<file path="config.mk">
export PLATFORM = sky130hd
export DESIGN_NAME = ring_arbiter
export DESIGN_NICKNAME = d
export VERILOG_FILES = /design/src/rtl/ring_arbiter.sv
export SDC_FILE = /design/constraint.sdc
export NUM_CORES = 1
export LEC_CHECK = 0
export CAP_MARGIN = 20
export CORE_AREA = 2 2 39 41
export CTS_CLUSTER_DIAMETER = 30
export DETAILED_ROUTE_END_ITERATION = 12
export DIE_AREA = 0 0 41 43
export PLACE_DENSITY = 0.79
export SLEW_MARGIN = 25
export SYNTH_ARGS = -nofsm -noshare
export SYNTH_HDL_FRONTEND = slang
export SYNTH_SLANG_ARGS = --single-unit
</file>
<file path="constraint.sdc">
create_clock -name Clock -period 2.6 [get_ports Clock]
set_input_delay 0.39 -clock Clock [delete_from_list [all_inputs] [get_ports Clock]]
set_output_delay 0.39 -clock Clock [all_outputs]
set_load 0.05 [all_outputs]
</file>
<file path="src/rtl/ring_arbiter.sv">
// Round-robin arbiter with a rotating one-hot priority pointer, registered grants
// and a mandatory one-cycle dead gap between owners. Define RING_ARB_TIMEOUT_EN to
// revoke grants held for MAX_HOLD cycles.
module ring_arbiter #(
  parameter int unsigned N        = 4,
  parameter int unsigned MAX_HOLD = 16,
  parameter int unsigned IDX_W    = (N > 1) ? $clog2(N) : 1
) (
  input  logic             Clock,
  input  logic             Reset_n,
  input  logic [N-1:0]     Req,
  output logic [N-1:0]     Grant,
  output logic [IDX_W-1:0] Grant_idx,
  output logic             Busy,
  output logic             Timeout
);

  if (N < 2 || N > 8 || MAX_HOLD < 1) begin : g_bad_param
    $error("ring_arbiter: N must be 2..8 and MAX_HOLD at least 1");
  end

  typedef enum logic [1:0] {
    IDLE    = 2'd0,
    GRANTED = 2'd1,
    GAP     = 2'd2
  } state_t;

  state_t           state;
  logic [N-1:0]     ptr;
  logic [IDX_W-1:0] ptr_idx_c;
  logic             win_valid_c;
  logic [IDX_W-1:0] win_idx_c;
  logic [N-1:0]     win_onehot_c;
  logic             owner_req_c;
  logic             hold_expired_c;

  // Index reached by stepping 'off' places upward from 'base', wrapping at N.
  function automatic logic [IDX_W-1:0] ring_idx(input logic [IDX_W-1:0] base,
                                                input int unsigned      off);
    return IDX_W'((32'(base) + off) % N);
  endfunction

  always_comb begin
    ptr_idx_c = '0;
    for (int unsigned i = 0; i < N; i++) begin
      if (ptr[i]) ptr_idx_c = IDX_W'(i);
    end
  end

  // First requester at or above the pointer, wrapping, wins.
  always_comb begin
    win_valid_c = 1'b0;
    win_idx_c   = '0;
    for (int unsigned k = 0; k < N; k++) begin
      if (!win_valid_c && Req[ring_idx(ptr_idx_c, k)]) begin
        win_valid_c = 1'b1;
        win_idx_c   = ring_idx(ptr_idx_c, k);
      end
    end
  end

  assign win_onehot_c = N'(1) << win_idx_c;
  assign owner_req_c  = |(Req & Grant);

`ifdef RING_ARB_TIMEOUT_EN
  localparam int unsigned HOLD_W = (MAX_HOLD > 1) ? $clog2(MAX_HOLD) : 1;

  logic [HOLD_W-1:0] hold_cnt;

  assign hold_expired_c = (hold_cnt == HOLD_W'(MAX_HOLD - 1));
`else
  assign hold_expired_c = 1'b0;
  assign Timeout        = 1'b0;
`endif

  always_ff @(posedge Clock or negedge Reset_n) begin
    if (!Reset_n) begin
      state     <= IDLE;
      ptr       <= N'(1);
      Grant     <= '0;
      Grant_idx <= '0;
      Busy      <= 1'b0;
`ifdef RING_ARB_TIMEOUT_EN
      Timeout   <= 1'b0;
      hold_cnt  <= '0;
`endif
    end else begin
`ifdef RING_ARB_TIMEOUT_EN
      Timeout <= 1'b0;
`endif
      case (state)
        IDLE, GAP: begin
          if (win_valid_c) begin
            state     <= GRANTED;
            Grant     <= win_onehot_c;
            Grant_idx <= win_idx_c;
            Busy      <= 1'b1;
`ifdef RING_ARB_TIMEOUT_EN
            hold_cnt  <= '0;
`endif
          end else begin
            state <= IDLE;
          end
        end
        GRANTED: begin
          // Release or forced revoke: owner moves to lowest priority.
          if (!owner_req_c || hold_expired_c) begin
            state     <= GAP;
            Grant     <= '0;
            Grant_idx <= '0;
            Busy      <= 1'b0;
            ptr       <= {Grant[N-2:0], Grant[N-1]};
`ifdef RING_ARB_TIMEOUT_EN
            Timeout   <= owner_req_c;
`endif
          end else begin
`ifdef RING_ARB_TIMEOUT_EN
            hold_cnt <= hold_cnt + HOLD_W'(1);
`endif
          end
        end
        default: begin
          state     <= IDLE;
          Grant     <= '0;
          Grant_idx <= '0;
          Busy      <= 1'b0;
        end
      endcase
    end
  end

endmodule

</file>
### Word level (Yosys, flattened, before mapping)

Cells that the tools add are included.
Widths: inputs -> output; s select.

| word-level totals | value |
|---|---|
| register bits | 13 |
| latch bits | 0 |
| bits in writable memories | 0 |
| bits in read-only memories | 0 |
| input port bits | 6 |
| output and inout bits | 8 |
| logic and storage cells | 61 |
| memories | 0 |

| cells by class | value |
|---|---|
| add/sub/neg operators | 3 |
| multiply operators | 0 |
| divide/modulo/power cells | 0 |
| order comparisons | 4 |
| eq/ne operators | 4 |
| shifts and indexed selects | 1 |
| multiplexer cells | 31 |
| bitwise operators | 2 |
| reduce and logical (&&, ||, !) cells | 11 |

Operators with widths:

| kind | count |
|---|---|
| $mux 2 | 9 |
| $lt 2x3->1 const B | 4 |
| $mux 1 | 12 |
| $bmux 1 s2 | 4 |
| $mux 4 | 2 |
| $pmux 2 s2 | 2 |
| $pmux 4 s2 | 1 |
| $add 2x2->2 const B | 2 |
| $and 4x4->4 | 1 |
| $ne 2x2->1 const B | 2 |
| $reduce_and 2->1 | 2 |
| $reduce_or 4->1 | 1 |
| $shl 1x2->4 const A | 1 |
| $logic_and 1x1->1 | 3 |
| $logic_not 1->1 | 3 |
| $add 2x1->2 const B | 1 |
| $eq 2x1->1 const B | 1 |
| $eq 2x2->1 const B | 1 |
| $logic_not 2->1 | 1 |
| $pmux 1 s2 | 1 |
| $reduce_or 2->1 | 1 |
| $not 1->1 | 1 |

### Depth between registers and ports, before layout

| depth | value |
|---|---|
| word-level depth | 18 |
| gate-level depth with buffers | 6 |
| mapped depth without buffers | 5 |

### Worst setup path before layout

OpenSTA, ideal clock, no wires.

| timing path | value |
|---|---|
| path type | register to register |
| start | register Grant[0] |
| end | register ptr[1] |
| setup time | 0.125 ns |
| arrival time | 1.357 ns |
| slack | 1.119 ns |
| stages on the path, launching flop included | 4 |
| buffers on the path | 0 |
| cells stage by stage | dfrtp_1 a22oi_1 nand4b_1 mux2_2 |

| between the ends | value |
|---|---|
| word-level cells in the longest chain between the ends | 4 |

RTL lines:

| item | RTL line | text |
|---|---|---|
| from (decl) | 12 | `output logic [N-1:0] Grant,` |
| from (signal assigned) | 95 | `Grant <= win_onehot_c;` |
| $and 4x4->4 | 63 | `assign owner_req_c = \|(Req & Grant);` |
| $reduce_or 4->1 | 63 |  |
| $not 1->1 (no line) | - |  |
| $reduce_and 2->1 (no line) | - |  |
| to (signal assigned) | 112 | `ptr <= {Grant[N-2:0], Grant[N-1]};` |
| to (decl) | 29 | `logic [N-1:0] ptr;` |

Several ways; a longest one is shown, not always the timed one.
A chain may end at the register's enable or synchronous reset.

### Worst setup path in the final report

| timing path | value |
|---|---|
| start | register Grant[0] |
| end | output port Grant[0] |

No word-level cell between the ends.

==> summary.txt <==
Route
  – DRC violations left: 0
  – Sum of routed wire length over all layers: 1360 um
  – Average routed wire per standard cell: 15.0 um
  – Iteration-0 DRC Markers: 9
  – Via count: 531
  – Detailed-router iteration count before antenna repair: 4
  – Residual antenna-violating net count after detailed routing: 0
  – Vias per std cell: 5.84

CTS
  – Number of setup buffers added after CTS: 0
  – Clock latency on the worst-skew pair: 0.27 ns
  – Root cell of the clock tree: clkbuf_4
  – Cts hold-fix bufs: 0
  – TritonCTS clock tree: done
  – Clock sink total: 12
  – Inserted Clock Buffers: 3
  – Clock transition time at the flip-flop clock pins of the worst setup and hold paths: around 0.060 ns
  – Deepest clock path buffer count: 2
  – # H-tree levels: 1
  – Post-CTS resize count: 0

Placement
  – Post-DP HPWL: between 1000 and 1500 um
  – GP Congestion: 0.729
  – Buffers on Ports: 12
  – Placed Instance Area: 793 um2

Global route
  – Vias in the first global route: a little over 500
  – Antenna violations before repair: 0
  – Total track usage: ~20%
  – Maximum number of pins on one net before global-route repair: 13
  – Overflow left after global routing: 0
  – Wire length of the first global-routing pass: 2230 um

Worst setup path
  – Reg2Reg Capture Point: Grant[1]
  – Element type at the critical path start: flop
  – Cell family with the largest share of critical-path delay: buffers and inverters
  – Arrival time of the worst setup path: around 1.5 ns
  – Critical Path, Cell by Cell: clkdlybuf4s50_1
  – Largest fanout on the critical path: 4
  – Launch instance of the worst register-to-register path: ptr[3]
  – Worst Path Class, Setup: reg -> out
  – Slowest stage cell, crit path: clkdlybuf4s50_1
  – Capturing element type of the critical path: output pin
  – Count of cells along the worst register-to-register path: 5
  – Required arrival time at the worst endpoint: about 2.2 ns
  – Worst R2R Setup Slack: ~1.1 ns
  – Delay contributed by the slowest stage of the critical path: roughly 0.83 ns
  – Critical path buffer and inverter count: 1

Synthesis
  – Synthesized area: between 600 and 700 um2
  – Share of synthesized area occupied by flip-flops and latches: between 40% and 50%
  – Synth top area share: between 40% and 50%
  – Distinct cell type count of the synthesized netlist: 28
  – Warnings from Yosys: 0
  – Synth area leaders: dfrtp_1 45%, a22o_1 5.2%, mux2_2 5.0%
  – Seq cells post-synth: 12
  – Number of instances in the synthesized netlist: 62
  – Library cell with the largest summed area after synthesis: dfrtp_1
  – Mean post-synth cell area: 10.8 um2
  – Number of nets produced by synthesis: between 60 and 70

Power
  – Power Dens Cells: ~1200 mW/mm2
  – Maximum vdd ir drop: between 600 and 700 uV
  – Power consumption: roughly 1000 uW
  – Leakage power figure: about 0.00036 uW

STA
  – Highest clock rate: 528 MHz
  – Worst Max-Slew Pin Slew: ~0.50 ns
  – Unrepaired setup endpoints after global routing: false
  – Number of max-slew violations in the final report: 0
  – Final critical path time including I/O delays and setup: between 1.5 and 2 ns
  – Final-layout setup total negative slack: 0 ns
  – Number of failing setup endpoints in the final timing report: 0
  – Final setup skew: around 0.00037 ns
  – Final Cycle Share: 72.9%
  – Final hold vios: 0
  – Slew margin rel.: 66.3%

Final layout
  – Diode count: 0
  – Fin nets: 83
  – Area added between synthesis and finish: 21.4%
  – Share of layout cells above drive strength 1: around 17%
  – Post-route standard cell area excluding fillers: approximately 820 um2
  – Final core area utilization: between 50% and 60%

Die
  – Starting Density: between 40% and 50%
  – Die X-Extent: 41 um
  – DIE AREA: approximately 0.0018 mm2
  – Area of the core: approximately 0.0014 mm2
  – Boundary Pins: 14
  – Die extent in y: approximately 43 um
  – Placement row count: 14

Status
  – Outcome: finished, final reports clean

Job
  – Max-Cap Viols: 0

Min path
  – Hold crit path type: in -> async
-- cell type report --
| type | instances | area, um2 |
|---|---|---|
| Tap cell | 16 | 20.0 |
| Timing Repair Buffer | 12 | 120 |
| Clock buffer | 3 | 22.5 |
| Multi-Input combinational cell | 46 | 345 |
| Fill cell | 131 | 568 |
| Inverter | 2 | 7.51 |
| Sequential cell | 12 | 300 |
-- power breakdown --
group | total [uW] | internal, uW | leakage (uW) | switching, uW
sequential | 343 | 262 | 0.000156 | 80.8
combinational | 566 | 234 | 0.000189 | 332
clock | 107 | 53.6 | 0.0000138 | 53.7
-- layout by cell type, fill, tap and decap left out, types with 3 or more instances in the layout --
cell type	netlist	layout
dfrtp_1	12	12
clkdlybuf4s50_1	0	12
nor2_1	4	4
a21o_1	4	4
a22o_1	4	4
nand2_1	3	3
nand3b_1	3	3
nand2b_1	3	3
mux2_2	3	3
clkbuf_4	0	3
-- through the flow --
step	hold WS, ns	std cells	worst slack, ns
2_1_floorplan	0.0944	62	1.12
6_report	0.457	91	0.705
3_5_place_dp	0.474	88	0.522
4_1_cts	0.469	91	0.700
5_1_grt	0.503	91	0.661
3_3_place_gp	0.480	88	0.574
-- flip-flops by register name (all words and copies together) (netlist names) --
register / count
state: 2
Grant: 4
ptr: 3
Grant_idx: 2
Busy: 1
-- cell families after synthesis --
family          Yosys count  synth area share [%]
compound gates           21                  24.8
other cells               1                 0.558
flops                    12                  44.7
buf+inv                   4                  3.91
mux                       3                  5.03
simple gates             21                  21.0
-- synth_stat cells --
cell       instances
dfrtp_1           12
inv_1              2
nand2_1            3
nand2b_1           3
o22ai_2            1
nand3b_1           3
a22o_1             4
and2_1             1
nor4_4             1
a21oi_1            2
buf_6              1
o21ai_0            2
nor3_2             1
a32oi_2            1
a21o_1             4
and3_2             1
nor2b_2            1
conb_1             1
mux2_2             3
o2bb2ai_1          2
a22oi_1            2
nor3_1             1
o211ai_1           1
buf_4              1
nor2_1             4
o22ai_1            2
nand4b_1           1
nand2_2            1
-- how the worst max path moves through the flow --
stage,slack [ns],from,to,cells after the start
finish,0.71,Grant[0],Grant[0],1
global route,0.66,Grant[2],Grant[2],1
CTS,0.70,Grant[0],Grant[0],1
detailed placement,0.52,Req[1],Grant[1],6
global placement,0.57,Req[1],Grant[1],6
floorplan,1.12,Grant[0],ptr[1],3
-- layer usage --
| metal | up-vias | track usage (%) | share of wire, % |
|---|---|---|---|
| met2 | 19 | 28.7 | 43 |
| met3 | 5 | 1.57 | 5.1 |
| li1 | 257 | - | - |
| met1 | 250 | 25.0 | 48 |
| met5 | - | 0 | 0 |
| met4 | 0 | 16.0 | 3.4 |
Power figures use the tool's default switching activity.
